### src/rtl/clk_rst_smpl_pkg.sv
// clk_rst_smpl_pkg: shared constants, decimation clamp/rate helpers and retune state type
`timescale 1ns/1ps
package clk_rst_smpl_pkg;
   localparam int SMPL_PER_WRD_DEF = 4;
   localparam int RETUNE_CYC_DEF   = 16;
   localparam int SMPL_CNT_W       = $clog2(SMPL_PER_WRD_DEF);
   localparam int RETUNE_W         = $clog2(RETUNE_CYC_DEF);

   typedef enum logic {RUN, HOLD} retune_state_t;

   function automatic int eff_dec(input int dec, input int max_dec);
      return (dec > max_dec) ? max_dec : dec;
   endfunction

   // a word's worth of samples arrives within one clk period, so full never drops
   function automatic logic is_fast(input int dec, input int sys_div_log2, input int smpl_per_wrd);
      return dec + $clog2(smpl_per_wrd) <= sys_div_log2;
   endfunction
endpackage

### src/rtl/rst_synch_neg.sv
// rst_synch_neg: two-flop reset synchroniser on negedge clock with asynchronous clear
`timescale 1ns/1ps
module rst_synch_neg (
   input  logic clk_i,
   input  logic arst_ni,
   input  logic d_i,
   output logic q_o
);
   logic [1:0] sync_q;

   always_ff @(negedge clk_i or negedge arst_ni)
      if (!arst_ni) sync_q <= '0;
      else          sync_q <= {sync_q[0], d_i};

   assign q_o = sync_q[1];
endmodule

### src/rtl/clk_rst_smpl_gen.sv
// clk_rst_smpl_gen: system clock divide, reset synchronisation, decimated sample clock,
// glitch-free retune and RAM word write strobe for the capture front end
`timescale 1ns/1ps
module clk_rst_smpl_gen
   import clk_rst_smpl_pkg::*;
#(
   parameter int SYS_DIV_LOG2 = 2,
   parameter int DEC_W        = 4,
   parameter int MAX_DEC      = 10,
   parameter int SMPL_PER_WRD = SMPL_PER_WRD_DEF,
   parameter int RETUNE_CYC   = RETUNE_CYC_DEF
)(
   input  logic             clk400MHz,
   input  logic             RST_n,
   input  logic             locked,
   input  logic [DEC_W-1:0] decimator,
   output logic             clk,
   output logic             smpl_clk,
   output logic             rst_n,
   output logic             wrt_smpl,
   output logic             dec_busy
);
   localparam int CW = $clog2(SMPL_PER_WRD);
   localparam int RW = $clog2(RETUNE_CYC);

   logic [1:0]              lock_q;
   logic                    locked_s, arst_n, lock_sys_q;
   logic [SYS_DIV_LOG2-1:0] sys_q;

   always_ff @(posedge clk400MHz or negedge RST_n)
      if (!RST_n) lock_q <= '0;
      else        lock_q <= {lock_q[0], locked};

   assign locked_s = lock_q[1];
   assign arst_n   = RST_n & locked_s;

   always_ff @(posedge clk400MHz or negedge arst_n)
      if (!arst_n) sys_q <= '0;
      else         sys_q <= sys_q + 1'b1;

   assign clk = sys_q[SYS_DIV_LOG2-1];

   always_ff @(negedge clk or negedge arst_n)
      if (!arst_n) lock_sys_q <= 1'b0;
      else         lock_sys_q <= locked_s;

   rst_synch_neg u_rst_synch (
      .clk_i   (clk),
      .arst_ni (arst_n),
      .d_i     (lock_sys_q),
      .q_o     (rst_n)
   );

   retune_state_t    state_q, state_d;
   logic [DEC_W-1:0] dec_req, dec_q, dec_d, tgt_q, tgt_d;
   logic [RW-1:0]    rcnt_q, rcnt_d;

   assign dec_req = DEC_W'(eff_dec(int'(decimator), MAX_DEC));

   always_ff @(negedge clk400MHz or negedge arst_n)
      if (!arst_n) begin
         state_q <= RUN;
         dec_q   <= DEC_W'(MAX_DEC);
         tgt_q   <= DEC_W'(MAX_DEC);
         rcnt_q  <= '0;
      end else begin
         state_q <= state_d;
         dec_q   <= dec_d;
         tgt_q   <= tgt_d;
         rcnt_q  <= rcnt_d;
      end

   // a new request while holding restarts the hold with the latest target
   always_comb begin
      state_d = state_q;
      dec_d   = dec_q;
      tgt_d   = tgt_q;
      rcnt_d  = rcnt_q;
      if (state_q == RUN) begin
         if (dec_req != dec_q) begin
            state_d = HOLD;
            tgt_d   = dec_req;
            rcnt_d  = RW'(RETUNE_CYC - 1);
         end
      end else if (dec_req != tgt_q) begin
         tgt_d  = dec_req;
         rcnt_d = RW'(RETUNE_CYC - 1);
      end else if (rcnt_q == '0) begin
         state_d = RUN;
         dec_d   = tgt_q;
      end else begin
         rcnt_d = rcnt_q - 1'b1;
      end
   end

   assign dec_busy = (state_q == HOLD);

   logic [MAX_DEC-1:0] dcnt_q, sel;
   logic               div_q, fast;

   always_ff @(negedge clk400MHz or negedge arst_n)
      if (!arst_n) begin
         dcnt_q <= '0;
         div_q  <= 1'b0;
      end else begin
         dcnt_q <= (!lock_sys_q || dec_busy) ? '0 : dcnt_q + 1'b1;
         div_q  <= !dec_busy && |(dcnt_q & sel);
      end

   assign sel      = (dec_q == '0) ? '0 : MAX_DEC'(1) << (dec_q - 1'b1);
   assign smpl_clk = dec_busy ? 1'b0 : ((dec_q == '0) ? clk400MHz : div_q);
   assign fast     = is_fast(int'(dec_q), SYS_DIV_LOG2, SMPL_PER_WRD);

   logic          sclr_n, sfull_q, full_d_q, wrt_q;
   logic [CW-1:0] scnt_q;

   assign sclr_n = lock_sys_q & ~dec_busy;

   // full counter restarts only once the clk side has seen it full
   always_ff @(negedge smpl_clk or negedge sclr_n)
      if (!sclr_n) scnt_q <= '0;
      else         scnt_q <= (&scnt_q) ? (sfull_q ? '0 : scnt_q) : scnt_q + 1'b1;

   always_ff @(posedge clk or negedge sclr_n)
      if (!sclr_n) sfull_q <= 1'b0;
      else         sfull_q <= &scnt_q;

   always_ff @(posedge clk or negedge arst_n)
      if (!arst_n) begin
         full_d_q <= 1'b0;
         wrt_q    <= 1'b0;
      end else begin
         full_d_q <= sfull_q;
         wrt_q    <= rst_n & sfull_q & (~full_d_q | fast);
      end

   assign wrt_smpl = wrt_q & ~dec_busy;
endmodule

### config.mk
export PLATFORM = sky130hd
export DESIGN_NAME = clk_rst_smpl_gen
export DESIGN_NICKNAME = d
export VERILOG_FILES = /design/src/rtl/clk_rst_smpl_pkg.sv /design/src/rtl/rst_synch_neg.sv /design/src/rtl/clk_rst_smpl_gen.sv
export SDC_FILE = /design/constraint.sdc
export NUM_CORES = 1
export LEC_CHECK = 0
export BUFFER_PORTS_ARGS = -buffer_cell sky130_fd_sc_hd__buf_2
export CAP_MARGIN = 30
export CELL_PAD_IN_SITES_DETAIL_PLACEMENT = 1
export CELL_PAD_IN_SITES_GLOBAL_PLACEMENT = 1
export CORE_AREA = 5 5 79 81
export CTS_BUF_LIST = sky130_fd_sc_hd__clkbuf_2
export CTS_CLUSTER_SIZE = 12
export DETAILED_ROUTE_END_ITERATION = 10
export DIE_AREA = 0 0 84 86
export HOLD_SLACK_MARGIN = 0.03
export PLACE_DENSITY_LB_ADDON = 0.15
export SYNTH_ARGS = -nofsm -noshare
export SYNTH_HDL_FRONTEND = slang
export SYNTH_SLANG_ARGS = --single-unit
export TNS_END_PERCENT = 20
### constraint.sdc
create_clock -name clk400MHz -period 1.55 [get_ports clk400MHz]
set_input_delay 0 -clock clk400MHz [delete_from_list [all_inputs] [get_ports clk400MHz]]
set_output_delay 0 -clock clk400MHz [all_outputs]
set_load 0.01 [all_outputs]
==> run_results.csv <==
group,metric,value,unit
status,status,"complete, but fails checks",
status,violations,"negative setup slack",
die,dieArea,7220,um^2
synth,synth-async-reset-ratio,100,%
place,post-place-ws,-0.764,ns
layout,design_area,2640,um^2
synth,netlist-cell-type-count,47,
worst_setup_path,critPathMaxFanout,2,
synth,synth_area,1840,um^2
place,place_congestion,0.808,
grt,track_usage,15.5,%
grt,antenna_found_initial,0,
die,die_x,84,um
sta,setup_violations,23,
worst_setup_path,critPathBufInv,1,
clock_network,clock_latency,1.19,ns
clock_network,clkSlewWorstSetupHoldPaths,0.07,ns
grt,grt_pass1_vias,1831,
sta,unclocked_regs,6,
worst_setup_path,r2r_cells,6,
drt,drt-total-wl,4870,um
grt,grt_pass1_wl,8210,um
sta,slew-limit-headroom,76.9,%
drt,avgViaCountPerCell,4.89,
sta,worst_slew_pin_slew,0.345,ns
power,power,2.25,mW
worst_setup_path,r2r_start,"dec_busy",
power,power_density,856,nW/um^2
synth,synth_nets,181,
die,num_io_pins,12,
die,rows,27,
die,die_height,86,um
grt,overflow,0,
power,leakage,1.28,nW
sta,untimed_endpoints,7,
layout,syn_to_final_growth,43.0,%
synth,synth_edf_count,0,
synth,synth_warnings,0,
synth,ys_seq_elements,36,
sta,finalHoldViolCount,0,
place,place_area,2250,um^2
worst_hold_path,hold_class,"input pin to flip-flop",
drt,post_drt_wl_per_cell,15.2,um
place,dp_hpwl,3250,um
worst_setup_path,critical-path-top-delay-family,"simple AND/OR/NAND/NOR gates",
synth,synth_cells,167,
worst_setup_path,critPathKind,"flip-flop to output port",
worst_setup_path,path_cells,"or4_4, nor2_4, a21oi_2, nor2_2, buf_6",
layout,diodes,0,
synth,synthFlopType,"dfrtn_1",
synth,synth_top_cell_by_area,"dfrtn_1",
worst_setup_path,cp_slowest_stage_delay,0.55,ns
layout,fin_nets,262,
die,core_area,5410,um^2
clock_network,cts_tree,"yes",
drt,drt-pass1-iter-count,4,
worst_setup_path,crit_arrival,3.08,ns
synth,postSynthAreaPerCell,11.0,um^2
worst_setup_path,cp-start-kind,"flip-flop",
worst_hold_path,hold_end,"tgt_q[1]",
synth,ys_seq_area_share,49.2,%
worst_hold_path,hold_path.startpoint,"decimator[1]",
place,port_buffers,11,
sta,finalMaxSlewViolations,0,
flow_run,cap_violations,0,
drt,drt_iter0_markers,47,
power,ir_drop,0.000404,V
die,start_util,34.1,%
synth,yosysTopAreaCellShare,33.9,%
worst_setup_path,crit_required,1.55,ns
worst_setup_path,r2r_slack,-0.60,ns
layout,drive_above_1_share,42.6,%
grt,grt_max_degree,28,
worst_setup_path,slowest_stage,"or4_4",
sta,skew,0.285,ns
synth,synth_area_leaders,"dfrtn_1, dfrtp_1, dfstp_2",
worst_setup_path,reg2reg_to,"tgt_q[3]",
drt,vias,1569,
sta,rsz0062_at_grt,"true",
sta,fin_ws,-1.53,ns
drt,ant_nets,0,
worst_hold_path,holdPathStages,3,
layout,post-route-util,48.8,%
worst_setup_path,setup.worst_path.end_class,"output port",
drt,drc_errors,0,
registers in the layout, summed over array words and instances, names as in the netlist:
register / flops
full_d_q: 1
dec_q: 4
u_rst_synch.sync_q: 2
lock_sys_q: 1
wrt_q: 1
scnt_q: 2
sfull_q: 1
rcnt_q: 4
div_q: 1
dcnt_q: 10
dec_busy: 1
lock_q: 2
tgt_q: 4
sys_q: 2
synth_stat cells, drive strengths merged, types with 5 or more instances:
cell / instances
a21oi: 6
inv: 11
nor3: 5
nor2: 17
nand2: 6
dfrtp: 7
xor2: 9
dfrtn: 25
mux2: 7
nand3: 6
ha: 7
worst min-delay path, delay by kind of cell:
| kind | cells | cell delay, ns |
|---|---|---|
| compound gates | 1 | 0.12 |
| mux | 1 | 0.14 |
| buf+inv | 1 | 0.13 |
cell families after synthesis:
logic type	share of synthesized area (%)
DFF	49.2
AOI/OAI and AO/OA	10.3
and+or+nand+nor	17.0
xor gates and xnor gates	6.59
adders and majority gates	4.75
buffers and inverters	3.87
muxes	8.35
report_power, final:
group          total (mW)  switching, mW  leakage, nW  internal, mW
Combinational       0.250          0.123        0.648         0.127
Sequential          0.781         0.0163        0.448         0.764
Clock                1.22          0.482        0.185         0.743
Total                2.25          0.621         1.28          1.63
through the flow:
stage / setup TNS, ns / cells / hold slack, ns
after global placement: -9.82 / 277 / -0.212
after floorplan: -15.78 / 167 / -0.296
final: -11.10 / 321 / 0.108
after detailed placement: -10.19 / 277 / -0.206
after CTS: -11.82 / 320 / 0.0745
after global routing: -12.80 / 321 / 0.0512
layout by cell type (no fill, tap or decap), drive strengths merged, types with 4 or more instances in the layout:
| cell | count |
|---|---|
| buf | 48 |
| clkbuf | 26 |
| dfrtn | 25 |
| nor2 | 17 |
| inv | 15 |
| xor2 | 9 |
| ha | 7 |
| dlygate4sd3 | 7 |
| dfrtp | 7 |
| mux2 | 7 |
| nand2 | 6 |
| nand3 | 6 |
| a21oi | 6 |
| nor3 | 5 |
| and3 | 4 |
| dfstp | 4 |
| o22ai | 4 |
| xnor2 | 4 |
worst max-delay path by stage:
stage | start | end | slack (ns) | cells after the start
after CTS | dec_q[2] | smpl_clk | -1.54 | 5
after detailed placement | decimator[3] | tgt_q[2] | -0.76 | 6
after global placement | decimator[3] | tgt_q[2] | -0.72 | 6
after floorplan | decimator[3] | tgt_q[2] | -0.67 | 6
final | dec_q[2] | smpl_clk | -1.53 | 5
after global routing | dec_q[2] | smpl_clk | -1.69 | 5
cell type report:
| type | count | area (um^2) |
|---|---|---|
| sequential | 36 | 907 |
| timing repair buffer | 53 | 450 |
| clock buffer | 28 | 149 |
| clock inverter | 8 | 83.8 |
| inverter | 10 | 40.0 |
| tap | 72 | 90.1 |
| fill | 602 | 2770 |
| multi-input combinational | 114 | 915 |
routing by layer:
| metal | track usage, % | vias up | wire length, um |
|---|---|---|---|
| met1 | 15.5 | 778 | 2050 |
| met4 | 12.4 | 0 | 80 |
| met3 | 6.92 | 13 | 168 |
| met2 | 25.2 | 36 | 2570 |
| met5 | 0 | - | 0 |
| li1 | - | 742 | - |
what timing repair did:
action | CTS | global route
hold buffers | 7 | 0
hold endpoints to repair | 26 | 0
setup endpoints to repair | 23 | 23
setup buffers | 3 | 1
gates resized for setup | 18 | 6
pin swaps | 9 | 3
Note: power is estimated with default switching activity, not from simulation.
